## src/rtl/seg_scan_ctrl.sv

```systemverilog
// seg_scan_ctrl: accepts a 20-bit unsigned value, converts it to six BCD digits
// with a serial double-dabble engine, and multiplexes the digits onto a
// six-digit 7-segment display (active-low digit enables).
// Optional build macro SEG_LZ_BLANK_EN enables leading-zero blanking.
module seg_scan_ctrl #(
    parameter int SCAN_DIV = 69_444,
    parameter int VAL_W    = 20
) (
    input  logic             clk_in,
    input  logic             rst,
    input  logic [VAL_W-1:0] val_in,
    input  logic             val_valid,
    output logic             val_ready,
    output logic [3:0]       num,
    output logic [5:0]       sel,
    output logic             ovf
);

    localparam int                 DIV_W    = 20;
    localparam logic [DIV_W-1:0]   DIV_LAST = DIV_W'(SCAN_DIV - 1);
    localparam logic [VAL_W-1:0]   MAX_VAL  = VAL_W'(999_999);
    localparam logic [4:0]         LAST_STEP = 5'd19;

    typedef enum logic [1:0] {
        IDLE,
        CONV,
        LOAD
    } state_t;

    state_t            state;
    state_t            state_next;
    logic [4:0]        step;
    logic              accept;

    logic [23:0]       bcd;
    logic [VAL_W-1:0]  bin;
    logic              ovf_pend;

    logic [23:0]       disp;
    logic [23:0]       disp_next;

    logic [DIV_W-1:0]  div_cnt;
    logic [2:0]        idx;
    logic [2:0]        idx_next;
    logic              slot_adv;

    // Values above six decimal digits are pinned to 999999.
    function automatic logic [VAL_W-1:0] clamp_val(input logic [VAL_W-1:0] v);
        return (v > MAX_VAL) ? MAX_VAL : v;
    endfunction

    // Add-3 correction applied to every BCD nibble before the shift.
    function automatic logic [23:0] dabble_adjust(input logic [23:0] b);
        logic [23:0] r;
        r = b;
        for (int i = 0; i < 6; i++) begin
            if (r[i*4 +: 4] >= 4'd5) begin
                r[i*4 +: 4] = r[i*4 +: 4] + 4'd3;
            end
        end
        return r;
    endfunction

    // Index of the most significant nonzero digit; 0 when the value is zero.
    function automatic logic [2:0] msd_index(input logic [23:0] d);
        logic [2:0] r;
        r = 3'd0;
        for (int i = 1; i < 6; i++) begin
            if (d[i*4 +: 4] != 4'd0) begin
                r = 3'(i);
            end
        end
        return r;
    endfunction

    // Active-low enable for a slot, optionally blanking leading zeros.
    function automatic logic [5:0] slot_sel(input logic [2:0] slot, input logic [23:0] d);
        logic [5:0] r;
        r = ~(6'b000001 << slot);
`ifdef SEG_LZ_BLANK_EN
        if (slot > msd_index(d)) begin
            r = 6'b111111;
        end
`else
        if (d == 24'd0 && slot == 3'd7) begin
            r = 6'b111111;
        end
`endif
        return r;
    endfunction

    assign accept = val_valid && val_ready;

    // FSM state register.
    always_ff @(posedge clk_in) begin
        if (rst) begin
            state <= IDLE;
        end else begin
            state <= state_next;
        end
    end

    // Next-state logic: capture in IDLE, 20 shift steps in CONV, one LOAD edge.
    always_comb begin
        state_next = state;
        case (state)
            IDLE:    if (accept) state_next = CONV;
            CONV:    if (step == LAST_STEP) state_next = LOAD;
            LOAD:    state_next = IDLE;
            default: state_next = IDLE;
        endcase
    end

    // Handshake and step counter; ready is held low through reset.
    always_ff @(posedge clk_in) begin
        if (rst) begin
            val_ready <= 1'b0;
            step      <= 5'd0;
        end else begin
            val_ready <= (state_next == IDLE);
            if (accept) begin
                step <= 5'd0;
            end else if (state == CONV) begin
                step <= step + 5'd1;
            end
        end
    end

    // Conversion datapath: load clamped value, then one double-dabble step per cycle.
    always_ff @(posedge clk_in) begin
        if (accept) begin
            bcd      <= 24'd0;
            bin      <= clamp_val(val_in);
            ovf_pend <= (val_in > MAX_VAL);
        end else if (state == CONV) begin
            {bcd, bin} <= {dabble_adjust(bcd), bin} << 1;
        end
    end

    assign disp_next = (state == LOAD) ? bcd : disp;

    // Display registers take the finished digits in LOAD only.
    always_ff @(posedge clk_in) begin
        if (rst) begin
            disp <= 24'd0;
            ovf  <= 1'b0;
        end else if (state == LOAD) begin
            disp <= bcd;
            ovf  <= ovf_pend;
        end
    end

    assign slot_adv = (div_cnt == DIV_LAST);
    assign idx_next = (idx == 3'd5) ? 3'd0 : idx + 3'd1;

    // Scan divider and slot index, free-running and independent of conversion.
    always_ff @(posedge clk_in) begin
        if (rst) begin
            div_cnt <= '0;
            idx     <= 3'd0;
        end else if (slot_adv) begin
            div_cnt <= '0;
            idx     <= idx_next;
        end else begin
            div_cnt <= div_cnt + 1'b1;
        end
    end

    // Digit outputs change only on a slot advance, using same-edge LOAD data.
    always_ff @(posedge clk_in) begin
        if (rst) begin
            sel <= 6'b111111;
            num <= 4'd0;
        end else if (slot_adv) begin
            sel <= slot_sel(idx_next, disp_next);
            num <= disp_next[idx_next*4 +: 4];
        end
    end

endmodule

```

## config.mk

```make
export PLATFORM = sky130hd
export DESIGN_NAME = seg_scan_ctrl
export DESIGN_NICKNAME = d
export VERILOG_FILES = /design/src/rtl/seg_scan_ctrl.sv
export SDC_FILE = /design/constraint.sdc
export NUM_CORES = 1
export LEC_CHECK = 0
export CORE_MARGIN = 4
export CORE_UTILIZATION = 59
export DETAILED_ROUTE_END_ITERATION = 16
export GPL_ROUTABILITY_DRIVEN = 0
export PLACE_DENSITY = 0.82
export SYNTH_ARGS = -nofsm -noshare
export SYNTH_HDL_FRONTEND = slang
export SYNTH_SLANG_ARGS = --single-unit
```

## constraint.sdc

```tcl
create_clock -name clk_in -period 2.15 [get_ports clk_in]
set_input_delay 0.43 -clock clk_in [delete_from_list [all_inputs] [get_ports clk_in]]
set_output_delay 0.43 -clock clk_in [all_outputs]
set_load 0.02 [all_outputs]
```

Yosys cells after proc, flatten, opt, wreduce, memory -nomap -nowiden
Cells that the tools add are included.
{"block": "totals", "rom_bits": 0, "output_inout_bits": 12, "latch_bits": 0, "ramBits": 0, "elab_cells": 60, "reg_bits": 111, "memories": 0}
{"block": "classes", "mux": 15, "n_lt_le_gt_ge": 7, "bitwise": 1, "n_eq_ne": 6, "shift": 2, "mul": 0, "add_sub_neg": 9, "n_reduce_logical": 8, "n_div": 0}
{"op": "$mux W20", "n": 3}
{"op": "$ge A4 B3 Y1 const B", "n": 6}
{"op": "$logic_not A24 Y1", "n": 1}
{"op": "$mux W24", "n": 1}
{"op": "$shiftx A24 B6 Y4", "n": 1}
{"op": "$add A20 B1 Y20 const B", "n": 1}
{"op": "$add A4 B2 Y4 const B", "n": 5}
{"op": "$eq A20 B17 Y1 const B", "n": 1}
{"op": "$gt A20 B20 Y1 const B", "n": 1}
{"op": "$mux W4", "n": 5}
{"op": "$eq A3 B3 Y1 const B", "n": 2}
{"op": "$mux W3", "n": 2}
{"op": "$mux W6", "n": 1}
{"op": "$not A6 Y6", "n": 1}
{"op": "$shl A1 B3 Y6 const A", "n": 1}
{"op": "$add A5 B1 Y5 const B", "n": 1}
{"op": "$eq A5 B5 Y1 const B", "n": 1}
{"op": "$logic_not A2 Y1", "n": 2}
{"op": "$mux W2", "n": 2}
{"op": "$pmux W2 S2", "n": 1}
{"op": "$reduce_or A2 Y1", "n": 2}
{"op": "$add A3 B1 Y3 const B", "n": 1}
{"op": "$add A3 B2 Y3 const B", "n": 1}
{"op": "$eq A2 B1 Y1 const B", "n": 1}
{"op": "3 further kinds", "n": 4}

Longest topological paths before layout
{"block": "logic_depth", "depth_word": 5, "ltp_mapped": 8, "ltp_nobuf": 7}

Worst setup path before layout
No wires, ideal clock.
{"block": "synth_timing", "path_kind": "in2reg", "startpoint": "input port val_in[12]", "endpoint": "register bin[9], data pin", "t_arrival_ns": 1.574, "stages": 6, "path_slack_ns": 0.319, "path_cell_list": "or4_1 > o21ai_0 > a21oi_1 > buf_2 > nor3_1 > nor2_1"}
{"block": "synth_via", "elab_chain_len": 3}
{"item": "start: declaration", "line": "11", "text": "input logic [VAL_W-1:0] val_in,"}
{"item": "$gt A20 B20 Y1", "line": "49", "text": "return (v > MAX_VAL) ? MAX_VAL : v;"}
{"item": "$mux W20", "line": "49"}
{"item": "$mux W20", "line": "131", "text": "if (accept) begin"}
{"item": "end signal: assignment", "line": "133", "text": "bin <= clamp_val(val_in);"}
{"item": "end signal: assignment", "line": "136", "text": "{bcd, bin} <= {dabble_adjust(bcd), bin} << 1;"}
{"item": "end: declaration", "line": "36", "text": "logic [VAL_W-1:0] bin;"}
Every way passes these cells.
A chain may end at the register's enable or synchronous reset.

Worst setup path in the final report
{"block": "layout_timing", "startpoint": "input port val_in[12]", "endpoint": "register bin[3], data pin"}
Same word-level chain as after synthesis.

==> Implementation_results.wiki <==
{| class="wikitable"
! Metric !! Value
|-
| Min Hold Slack || 447 ps
|-
| Antenna violations before repair || 0
|-
| Type of the worst setup path || in2reg
|-
| Clock tree from TritonCTS || yes
|-
| Ant. Diodes || 0
|-
| Initial Util || 0.601
|-
| Number of fill cells in the layout || 680
|-
| Mapped Nets || 630
|-
| Number of buffers added for setup after CTS || 0
|-
| Hold violation count in the final report || 0
|-
| Net count reported at finish || 659
|-
| Final core utilization || 0.690
|-
| Number of top-level pins || 35
|-
| Resize count post-CTS || 0
|-
| Summed negative setup slack over all endpoints || 0 ps
|-
| Cell at the root of the clock tree || sky130_fd_sc_hd__clkbuf_8
|-
| Sequential cell area fraction in the yosys report || 0.466
|-
| Startpoint type of the worst setup path || input port
|-
| Vias in the first global route || 3951
|-
| DR DRC count || 0
|-
| Cells after Synth || 593
|-
| Area growth from synthesis to final layout || 14.6%
|-
| Worst ir drop on vdd || 0.000379 V
|-
| Area of the core || 8680 um^2
|-
| Total power divided by cell area || 702 nW/um^2
|-
| Via-per-instance ratio || 5.58
|-
| Register-to-register setup slack || 250 ps
|-
| Uppermost metal layer occupied by signal nets || met4
|-
| Post-layout power || 4.20 mW
|-
| Post-cts hold buffer count || 0
|-
| Number of enable flip-flop cells after synthesis || 21
|-
| Shortest period the worst path allows || 1910 ps
|-
| Setup crit end kind || flip-flop
|-
| Worst-path clk slew || 100 ps
|-
| Synthesis Warnings || 0
|-
| Endpoint arrival time on the critical path || 2030 ps
|-
| Path type of the worst min-delay path || reg2reg
|-
| Normalized max-slew margin || 0.676
|-
| Leakage || 2.25 nW
|-
| First-pass GRT wire length || 17700 um
|-
| Total vias in the final route || 4102
|-
| Most used flip-flop cell after synthesis || sky130_fd_sc_hd__dfxtp_1
|-
| Max FO, Critical Path || 15
|-
| Capture point of the worst reg-to-reg path || num[3]
|-
| Detail Placement HPWL || 7000 um
|-
| Wire length per cell || 13.7 um
|-
| Share of cells above drive strength 1 || 0.0797
|-
| Minimum setup slack in the final design || 242 ps
|-
| Drt total wl || 10100 um
|-
| Mean instance size in the synthesized netlist || 8.80 um^2
|-
| Number of detailed-route iterations in the first pass || 5
|-
| Worst Hold Depth || 1
|-
| Met2 layer wire length in the routed design || 4880 um
|-
| Register-to-Register Path Depth || 6
|-
| Critical register-to-register path startpoint || state[0]
|-
| Insertion delay to the later sink of the worst-skew pair || 360 ps
|-
| Total setup violations reported at the end of the flow || 0
|-
| Beginning of the worst hold path || div_cnt[0]
|-
| CTS HTree Levels || 3
|-
| Portion of the clock cycle consumed by the worst path in the final layout || 0.888
|-
| Overflow left after global routing || 0
|-
| Share of async-settable or async-resettable flops after synthesis || 0
|-
| Max clock buf depth || 2
|-
| Total die area || 10400 um^2
|-
| Length of routed met3 wiring || 494 um
|-
| FF+latch count, synth || 111
|-
| Standard-cell rows || 34
|-
| Max-cap viol count || 0
|-
| Die boundary width || 102 um
|-
| Unique cell type count in the Yosys netlist || 44
|-
| Pins Over Slew Limit || 0
|-
| Maximum frequency from static timing analysis || 524 MHz
|-
| Global-route total usage across every layer || 0.209
|-
| Violation count after the first detailed-route iteration || 131
|-
| Routed Antenna Nets || 0
|-
| Unrepaired setup endpoints after global routing || no
|-
| Worst Tran Pin Value || 485 ps
|-
| Count of buffers inserted at the top-level ports || 34
|-
| Setup slack at placement || -162 ps
|-
| End point of the worst hold path || div_cnt[0]
|-
| Clock buffers created by TritonCTS || 9
|-
| Run status || completed
|-
| Die boundary height || 102 um
|-
| Clock tree skew after final layout || 6.06 ps
|-
| M1 wire length || 4570 um
|-
| Data required time at the worst endpoint || 2280 ps
|-
| Maximum number of pins on one net before global-route repair || 34
|-
| Post-synthesis instance area || 5220 um^2
|-
| Number of clock sinks seen by CTS || 111
|}
[where the power goes]
group          switching [mW]  internal (mW)
combinational           0.164          0.129
clock                   0.671           1.00
sequential             0.0418           2.19
[cell usage in the layout, fill, tap and decap left out, types with 2 or more instances in the layout]
cell / synthesis / layout
sky130_fd_sc_hd__nand2_1: 97 / 97
sky130_fd_sc_hd__dfxtp_1: 90 / 90
sky130_fd_sc_hd__nor2_1: 77 / 77
sky130_fd_sc_hd__a21oi_1: 49 / 49
sky130_fd_sc_hd__clkdlybuf4s50_1: 0 / 34
sky130_fd_sc_hd__nor3_1: 24 / 24
sky130_fd_sc_hd__o21ai_0: 22 / 22
sky130_fd_sc_hd__xnor2_1: 22 / 22
sky130_fd_sc_hd__edfxtp_1: 21 / 21
sky130_fd_sc_hd__inv_1: 17 / 17
sky130_fd_sc_hd__nand2b_1: 14 / 14
sky130_fd_sc_hd__ha_1: 14 / 14
sky130_fd_sc_hd__xor2_1: 13 / 13
sky130_fd_sc_hd__nand3_1: 12 / 12
sky130_fd_sc_hd__nor2b_1: 12 / 12
sky130_fd_sc_hd__buf_4: 2 / 12
sky130_fd_sc_hd__mux2i_1: 11 / 11
sky130_fd_sc_hd__clkbuf_8: 0 / 9
sky130_fd_sc_hd__mux4_2: 8 / 8
sky130_fd_sc_hd__nand4_1: 7 / 7
sky130_fd_sc_hd__and2_1: 6 / 6
sky130_fd_sc_hd__o21bai_1: 6 / 6
sky130_fd_sc_hd__bufinv_16: 0 / 5
sky130_fd_sc_hd__o22ai_1: 4 / 4
sky130_fd_sc_hd__a31oi_1: 4 / 4
sky130_fd_sc_hd__buf_12: 0 / 4
sky130_fd_sc_hd__o21ai_1: 3 / 3
sky130_fd_sc_hd__nor4_1: 3 / 3
sky130_fd_sc_hd__nor4_2: 3 / 3
sky130_fd_sc_hd__and3_1: 3 / 3
sky130_fd_sc_hd__a211o_1: 3 / 3
sky130_fd_sc_hd__nand4_2: 2 / 2
sky130_fd_sc_hd__and4_1: 2 / 2
[kinds of logic after synthesis]
group,share of synthesized area
AO/OA/AOI/OAI,0.0959
XOR/XNOR,0.0587
adder cells (fa/ha/maj),0.0336
buffers and inverters,0.0443
flip-flops,0.466
multiplexers,0.0585
AND/OR/NAND/NOR,0.243
[cell type report]
| class | count | area (um^2) | share of cell area |
|---|---|---|---|
| Clock buffer | 9 | 124 | 0.0207 |
| Sequential cell | 111 | 2430 | 0.406 |
| Inverter | 18 | 67.6 | 0.0113 |
| Tap cell | 108 | 135 | 0.0226 |
| Timing Repair Buffer | 50 | 510 | 0.0853 |
| Clock inverter | 7 | 159 | 0.0266 |
| Multi-Input combinational cell | 432 | 2560 | 0.427 |
[per-layer routing]
layer	vias to the layer above	track usage
li1	2058	-
met1	1935	0.274
met2	99	0.349
met3	10	0.0430
met4	0	0.0656
met5	-	0
[worst max-delay path, stage by stage]
cell and delay (ps):
sky130_fd_sc_hd__clkdlybuf4s50_1 430, sky130_fd_sc_hd__or4_1 520, sky130_fd_sc_hd__o21ai_0 170, sky130_fd_sc_hd__a21oi_1 120, sky130_fd_sc_hd__buf_12 160, sky130_fd_sc_hd__nor3_1 140
sky130_fd_sc_hd__nor2_1 60
[worst max path at each step]
stage,from,endpoint,slack (ps)
after floorplan,val_in[12],bin[9],320
after global placement,val_in[12],bin[1],-80
after detailed placement,val_in[12],bin[3],-160
after CTS,val_in[12],bin[3],240
after global routing,div_cnt[0],sel[1],130
final,val_in[12],bin[3],240
[per-stage QoR]
step           std cells  cell area [um^2]
2_1_floorplan        593              5220
3_3_place_gp         719              5700
3_5_place_dp         719              5700
4_1_cts              735              5980
5_1_grt              735              5980
6_report             735              5980
[cell usage after synthesis (2+ instances only)]
| cell type | count | area [um^2] |
|---|---|---|
| sky130_fd_sc_hd__nand2_1 | 97 | 364 |
| sky130_fd_sc_hd__dfxtp_1 | 90 | 1800 |
| sky130_fd_sc_hd__nor2_1 | 77 | 289 |
| sky130_fd_sc_hd__a21oi_1 | 49 | 245 |
| sky130_fd_sc_hd__nor3_1 | 24 | 120 |
| sky130_fd_sc_hd__o21ai_0 | 22 | 110 |
| sky130_fd_sc_hd__xnor2_1 | 22 | 193 |
| sky130_fd_sc_hd__clkbuf_1 | 21 | 78.8 |
| sky130_fd_sc_hd__edfxtp_1 | 21 | 631 |
| sky130_fd_sc_hd__inv_1 | 17 | 63.8 |
| sky130_fd_sc_hd__ha_1 | 14 | 175 |
| sky130_fd_sc_hd__nand2b_1 | 14 | 87.6 |
| sky130_fd_sc_hd__xor2_1 | 13 | 114 |
| sky130_fd_sc_hd__nand3_1 | 12 | 60.1 |
| sky130_fd_sc_hd__nor2b_1 | 12 | 75.1 |
| sky130_fd_sc_hd__mux2i_1 | 11 | 110 |
| sky130_fd_sc_hd__mux4_2 | 8 | 180 |
| sky130_fd_sc_hd__nand4_1 | 7 | 43.8 |
| sky130_fd_sc_hd__and2_1 | 6 | 37.5 |
| sky130_fd_sc_hd__o21bai_1 | 6 | 45.0 |
| sky130_fd_sc_hd__buf_2 | 5 | 25.0 |
| sky130_fd_sc_hd__a31oi_1 | 4 | 25.0 |
| sky130_fd_sc_hd__buf_6 | 4 | 45.0 |
| sky130_fd_sc_hd__o22ai_1 | 4 | 25.0 |
| sky130_fd_sc_hd__a211o_1 | 3 | 26.3 |
| sky130_fd_sc_hd__and3_1 | 3 | 18.8 |
| sky130_fd_sc_hd__nor4_1 | 3 | 18.8 |
| sky130_fd_sc_hd__nor4_2 | 3 | 37.5 |
| sky130_fd_sc_hd__o21ai_1 | 3 | 15.0 |
| sky130_fd_sc_hd__and4_1 | 2 | 17.5 |
| sky130_fd_sc_hd__buf_4 | 2 | 15.0 |
| sky130_fd_sc_hd__nand4_2 | 2 | 25.0 |
[registers in the layout, indices dropped and copies added (netlist names), 3 cells and up]
| signal | flops |
|---|---|
| div_cnt | 20 |
| step | 5 |
| bcd | 24 |
| num | 4 |
| sel | 6 |
| disp | 24 |
| bin | 20 |
| idx | 3 |
(Power assumes the default switching activity.)
